<file path="src/rtl/lsu_pkg.sv">
// ---------------------------------------------------------------------------
// lsu_pkg
//   Shared definitions for the load/store unit memory master.
//   - LDST_* : access-size codes (RISC-V funct3 encoding of loads/stores)
//   - lsu_state_t : bus-master FSM states
//   - BE_ALL : byte-enable mask used for every load
//   - helper functions for legality, store byte enables and store data
// ---------------------------------------------------------------------------
package lsu_pkg;

   localparam logic [2:0] LDST_B  = 3'd0;
   localparam logic [2:0] LDST_H  = 3'd1;
   localparam logic [2:0] LDST_W  = 3'd2;
   localparam logic [2:0] LDST_BU = 3'd4;
   localparam logic [2:0] LDST_HU = 3'd5;

   localparam logic [3:0] BE_ALL = 4'hF;

   typedef enum logic {
      IDLE = 1'b0,
      WAIT = 1'b1
   } lsu_state_t;

   // An access is legal when the size code exists, the unsigned variants are
   // only used for loads, and the address is naturally aligned.
   function automatic logic lsu_legal(input logic       we,
                                      input logic [2:0] size,
                                      input logic [1:0] off);
      logic ok;
      ok = 1'b0;
      case (size)
         LDST_B:  ok = 1'b1;
         LDST_H:  ok = (off[0] == 1'b0);
         LDST_W:  ok = (off == 2'b00);
         LDST_BU: ok = !we;
         LDST_HU: ok = !we && (off[0] == 1'b0);
         default: ok = 1'b0;
      endcase
      return ok;
   endfunction

   // Byte enables for a store; only meaningful for legal store sizes.
   function automatic logic [3:0] lsu_store_be(input logic [2:0] size,
                                               input logic [1:0] off);
      logic [3:0] be;
      be = 4'b0000;
      case (size)
         LDST_B:  be = 4'b0001 << off;
         LDST_H:  be = off[1] ? 4'b1100 : 4'b0011;
         LDST_W:  be = BE_ALL;
         default: be = 4'b0000;
      endcase
      return be;
   endfunction

   // Store data is replicated across every lane so the memory can pick the
   // lanes it needs using the byte enables alone.
   function automatic logic [31:0] lsu_store_wd(input logic [2:0]  size,
                                                input logic [31:0] wd);
      logic [31:0] d;
      d = 32'h0;
      case (size)
         LDST_B:  d = {4{wd[7:0]}};
         LDST_H:  d = {2{wd[15:0]}};
         LDST_W:  d = wd;
         default: d = 32'h0;
      endcase
      return d;
   endfunction

endpackage

</file>
<file path="src/rtl/lsu_load_align.sv">
// ---------------------------------------------------------------------------
// lsu_load_align
//   Purely combinational load-data aligner. Picks the addressed byte or
//   half-word out of the memory read word and sign- or zero-extends it.
//   Ports:
//     mem_rd_i [31:0] : raw read word from the data memory
//     off_i    [1:0]  : byte offset of the access within the word
//     size_i   [2:0]  : load size code (LDST_*)
//     rd_o     [31:0] : aligned, extended load result (0 for non-load codes)
// ---------------------------------------------------------------------------
module lsu_load_align
   import lsu_pkg::*;
(
   input  logic [31:0] mem_rd_i,
   input  logic [1:0]  off_i,
   input  logic [2:0]  size_i,
   output logic [31:0] rd_o
);

   logic [7:0]  byte_v;
   logic [15:0] half_v;

   always_comb begin
      byte_v = mem_rd_i[{off_i, 3'b000} +: 8];
      half_v = mem_rd_i[{off_i[1], 4'b0000} +: 16];
      rd_o   = 32'h0;
      case (size_i)
         LDST_B:  rd_o = {{24{byte_v[7]}}, byte_v};
         LDST_H:  rd_o = {{16{half_v[15]}}, half_v};
         LDST_W:  rd_o = mem_rd_i;
         LDST_BU: rd_o = {24'h0, byte_v};
         LDST_HU: rd_o = {16'h0, half_v};
         default: rd_o = 32'h0;
      endcase
   end

endmodule

</file>
<file path="src/rtl/lsu_mem_master.sv">
// ---------------------------------------------------------------------------
// lsu_mem_master
//   Initiator side of the external data-memory interface. Turns a core
//   load/store request into a word-addressed memory transaction with byte
//   enables and lane-replicated write data, then aligns/extends read data.
//
//   Handshake: the core raises core_req_i and holds every request field
//   stable while core_stall_o=1; the request is accepted at the first rising
//   edge where core_stall_o=0. On the memory side mem_req_o and its fields
//   stay constant from the issuing cycle until the cycle in which
//   mem_ready_i=1, which is the completing cycle (read data valid then).
//
//   Ports:
//     clk_i, rst_i            : clock, synchronous active-high reset
//     core_req_i/we/size/addr/wd : core request
//     core_rd_o               : load result, valid in the completing cycle
//     core_stall_o            : core must hold and not advance
//     core_err_o              : one-cycle pulse on misaligned/illegal access
//     mem_req_o/we/be/addr/wd : memory request
//     mem_rd_i, mem_ready_i   : memory read word and ready
// ---------------------------------------------------------------------------
module lsu_mem_master
   import lsu_pkg::*;
#(
   parameter int ADDR_W = 32,
   parameter int DATA_W = 32
)(
   input  logic                clk_i,
   input  logic                rst_i,
   input  logic                core_req_i,
   input  logic                core_we_i,
   input  logic [2:0]          core_size_i,
   input  logic [ADDR_W-1:0]   core_addr_i,
   input  logic [DATA_W-1:0]   core_wd_i,
   output logic [DATA_W-1:0]   core_rd_o,
   output logic                core_stall_o,
   output logic                core_err_o,
   output logic                mem_req_o,
   output logic                mem_we_o,
   output logic [DATA_W/8-1:0] mem_be_o,
   output logic [ADDR_W-1:0]   mem_addr_o,
   output logic [DATA_W-1:0]   mem_wd_o,
   input  logic [DATA_W-1:0]   mem_rd_i,
   input  logic                mem_ready_i
);

   lsu_state_t state_q, state_d;
   logic [1:0] off_q, off_d;
   logic [2:0] size_q, size_d;

   logic        legal;
   logic        drive_mem;
   logic [31:0] align_rd;

   assign legal = lsu_legal(core_we_i, core_size_i, core_addr_i[1:0]);

   // The aligner uses the offset/size captured at issue, not the live inputs.
   lsu_load_align u_align (
      .mem_rd_i (mem_rd_i),
      .off_i    (off_q),
      .size_i   (size_q),
      .rd_o     (align_rd)
   );

   always_ff @(posedge clk_i) begin
      if (rst_i) begin
         state_q <= IDLE;
         off_q   <= 2'b00;
         size_q  <= 3'b000;
      end else begin
         state_q <= state_d;
         off_q   <= off_d;
         size_q  <= size_d;
      end
   end

   always_comb begin
      state_d      = state_q;
      off_d        = off_q;
      size_d       = size_q;
      drive_mem    = 1'b0;
      core_stall_o = 1'b0;
      core_err_o   = 1'b0;
      core_rd_o    = '0;

      if (!rst_i) begin
         case (state_q)
            IDLE: begin
               if (core_req_i) begin
                  if (legal) begin
                     drive_mem    = 1'b1;
                     core_stall_o = 1'b1;
                     off_d        = core_addr_i[1:0];
                     size_d       = core_size_i;
                     state_d      = WAIT;
                  end else begin
                     // Illegal access retires immediately with an error.
                     core_err_o = 1'b1;
                  end
               end
            end
            WAIT: begin
               if (!core_req_i) begin
                  // Core abandoned the request: drop the bus and go idle.
                  state_d = IDLE;
               end else begin
                  drive_mem = 1'b1;
                  if (mem_ready_i) begin
                     state_d = IDLE;
                     if (!core_we_i) begin
                        core_rd_o = align_rd;
                     end
                  end else begin
                     core_stall_o = 1'b1;
                  end
               end
            end
            default: state_d = IDLE;
         endcase
      end
   end

   // Memory fields are derived from the held core request, so they stay
   // constant across the whole transaction without extra registers.
   always_comb begin
      mem_req_o  = 1'b0;
      mem_we_o   = 1'b0;
      mem_be_o   = '0;
      mem_addr_o = '0;
      mem_wd_o   = '0;
      if (drive_mem) begin
         mem_req_o  = 1'b1;
         mem_we_o   = core_we_i;
         mem_be_o   = core_we_i ? lsu_store_be(core_size_i, core_addr_i[1:0]) : BE_ALL;
         mem_addr_o = core_addr_i;
         mem_wd_o   = core_we_i ? lsu_store_wd(core_size_i, core_wd_i) : '0;
      end
   end

endmodule

</file>
<file path="config.mk">
export PLATFORM = sky130hd
export DESIGN_NAME = lsu_mem_master
export DESIGN_NICKNAME = d
export VERILOG_FILES = /design/src/rtl/lsu_pkg.sv /design/src/rtl/lsu_load_align.sv /design/src/rtl/lsu_mem_master.sv
export SDC_FILE = /design/constraint.sdc
export NUM_CORES = 1
export LEC_CHECK = 0
export BUFFER_PORTS_ARGS = -buffer_cell sky130_fd_sc_hd__buf_2
export CORE_AREA = 2 2 81 83
export DETAILED_ROUTE_END_ITERATION = 10
export DIE_AREA = 0 0 83 85
export GPL_ROUTABILITY_DRIVEN = 0
export PLACE_DENSITY = 0.8
export SYNTH_ARGS = -nofsm -noshare
export SYNTH_HDL_FRONTEND = slang
export SYNTH_SLANG_ARGS = --single-unit
</file>
<file path="constraint.sdc">
create_clock -name clk_i -period 1.87 [get_ports clk_i]
set_input_delay 0.0935 -clock clk_i [delete_from_list [all_inputs] [get_ports clk_i]]
set_output_delay 0.0935 -clock clk_i [all_outputs]
set_load 0.05 [all_outputs]
</file>
==> reports/results.txt <==
status: finished with violations
failing checks: setup timing
TritonCTS clock tree: done
Slew HR: 65.07%
Reg clk slew, reported paths: 0.04 ns
CP Data Required Time: 1.78 ns
post-synthesis compound-gate area fraction: 31.60%
slowest stage delay, CP: 0.45 ns
Mapped Area: 1928 um^2
Area growth, synth to finish: 87.02%
Die W: 83 um
commonest non-fill, non-tap cells in the layout: 175 x buf_2, 50 x and2_1, 33 x buf_4
Port Buffers: 207
die area: 7055 um^2
kind of critical path: reg -> out
WL final: 8978 um
cell count after synthesis: 299
reg2reg path depth: 4
min Tclk post-route: 1.922 ns
Residual DRC: 0
XOR/XNOR share of the synthesized area: 0%
commonest non-fill, non-tap cell in the layout: buf_2
Slew @ Worst Pin: 0.5204 ns
Starting Density: 31.07%
Synth Warn #: 0
IO Count: 208
HP Class: in -> reg
Leakage: 0.001812 uW
critical path's most frequent cell: buf_6
Final TNS setup: -0.2582 ns
Levels on crit path: 6
Worst Clk Skew: 0.006284 ns
vias per inst: 5.266
vias in the first global route: 2,851
crit path capture type: output port
CP Cell Sequence: mux2i_4, o22ai_4, buf_6, a222oi_1, nor2_2, buf_6
CTS Hold Bufs: 0
Top delay family on crit path: compound AO/OA/AOI/OAI gates
Setup WS post-layout: -0.05152 ns
#FFs+latches synth: 6
Final Hold Fails: 0
Vias: 3,091
Max Fclk: 520.4 MHz
hold slack: 0.05187 ns
Slew Limit Fails: 0
share of cells above drive strength 1: 62.35%
drt wl/cell: 15.29 um
GRT overflow: 0
register area: 130.1 um^2
Util after Layout: 58.12%
data arrival time of the worst path: 1.83 ns
Die Y: 85 um
sequential-to-total area share from yosys stat: 6.230%
max-cap violation count: 0
fin nets: 616
Max H-tree Level: 1
Max clock buf depth: 2
Antenna Nets Post-Route: 0
GRT Util Overall: 21.70%
total CTS buffers: 3
adder-cell share of the synthesized area: 0%
Buf/Inv on CP: 2
mux share of post-synthesis cell area: 15.96%
Min-Delay Path Depth: 2
RSZ-0062 raised after global routing: yes
Avg Cell Area, Syn: 6.448 um^2
number of fill cells: 548
largest family of logic cells by synthesized area: simple AND/OR/NAND/NOR gates
distinct cell type count after synthesis: 41
critical path fanouts, max: 5
Slowest cell on crit path: a222oi_1
hpwl dp: 6904 um
Core ar.: 6205 um^2
largest net degree at the start of global routing: 33
Worst setup SP type: flip-flop
fin crit share: 102.8%
First-pass DRT Iterations: 5
Root Buffer: clkbuf_8
worst skew pair latency: 0.22 ns
count of final setup violators: 7
num rows: 29
number of DRC markers in iteration 0: 114
Clock Sinks: 6
dpl ws: 0.008499 ns
Net Count, Synth: 403
Post-Synth Simple-Gate Area: 40.04%
area occupied by multi-input gates: 1931 um^2
first-pass GRT wire length: 12,990 um
initial antenna violation count: 0
Max VDD drop: 0.2186 mV
total power: 1006 uW
ANT cells: 0
power per cell area: 279.0 nW/um^2
sequential cells by signal, summed over array words and instances (netlist names):
register,count
size_q,3
off_q,2
state_q,1
per-stage QoR:
| step | cell area [um^2] | cells |
|---|---|---|
| CTS | 3400 | 585 |
| floorplan | 2017 | 299 |
| finish | 3606 | 587 |
| global route | 3606 | 587 |
| detailed placement | 3197 | 580 |
| global placement | 3197 | 580 |
what timing repair did:
action                                  4_1_cts  5_1_grt
gates resized for setup                      53       44
endpoints found under the setup margin       40       62
pin swaps                                     2       18
gates cloned                                  0        2
setup buffers                                 2        1
area by class of cell:
type | count | share of cell area, %
timing repair buffer | 230 | 38.65
multi-input combinational | 268 | 53.54
inverter | 3 | 0.3817
clock buffer | 3 | 1.145
sequential | 6 | 3.609
tap | 77 | 2.672
worst reg2reg max path: stages, from the launching register on:
cell and delay, ns:
dfxtp_2 0.38, nor2b_1 0.08, o21ai_1 0.29, mux2i_1 0.26
nor2_1 0.06
per-layer routing:
metal	track usage [%]	share of wire, %	vias to the layer above
met5	0	0	-
met2	40.03	52	146
li1	-	-	1485
met1	25.42	39	1428
met3	3.405	5.1	32
met4	7.601	3.2	0
where the power goes:
part	internal (uW)	switching (uW)	leakage [uW]	total, uW
Sequential	133	9.63	0.0000512	143
Clock	138	56.4	0.0000216	195
Combinational	273	396	0.00174	669
cells by family after synthesis:
logic type,count (synthesis)
AOI/OAI and AO/OA,96
buffers and inverters,25
DFF,6
muxes,29
and+or+nand+nor,143
worst paths after layout:
kind	from	end	slack (ns)
setup / recovery	off_q[0]	core_rd_o[7]	-0.05
hold reg to reg	state_q	state_q	0.49
hold / removal	mem_ready_i	state_q	0.05
setup reg to reg	state_q	off_q[0]	0.69
cells in the mapped netlist, drive strengths merged:
library cell  count  share of area [%]
a211oi            1               0.39
a21boi            1               0.39
a21o              3                1.2
a21oi            50                 14
a221oi            2                1.2
a222oi            7                3.6
a22oi             7                2.7
a31oi             7                2.3
and2             50                 16
buf              13                3.8
clkbuf            9                1.8
dfxtp             6                6.2
inv               3               0.58
mux2             14                8.2
mux2i            15                7.8
nand2            26                5.1
nand2b            4                1.4
nand3             1               0.26
nand3b            1               0.39
nor2             29                5.6
nor2b            13                4.2
nor3              1               0.26
nor3b             2               0.78
nor4              2               0.97
nor4bb            1               0.52
o21ai            14                3.6
o21bai            1               0.39
o22a              1               0.45
o22ai             1               0.32
o31ai             1               0.65
or2              10                3.2
or3               2               0.65
or4               1               0.39
Power figures use the tool's default switching activity.
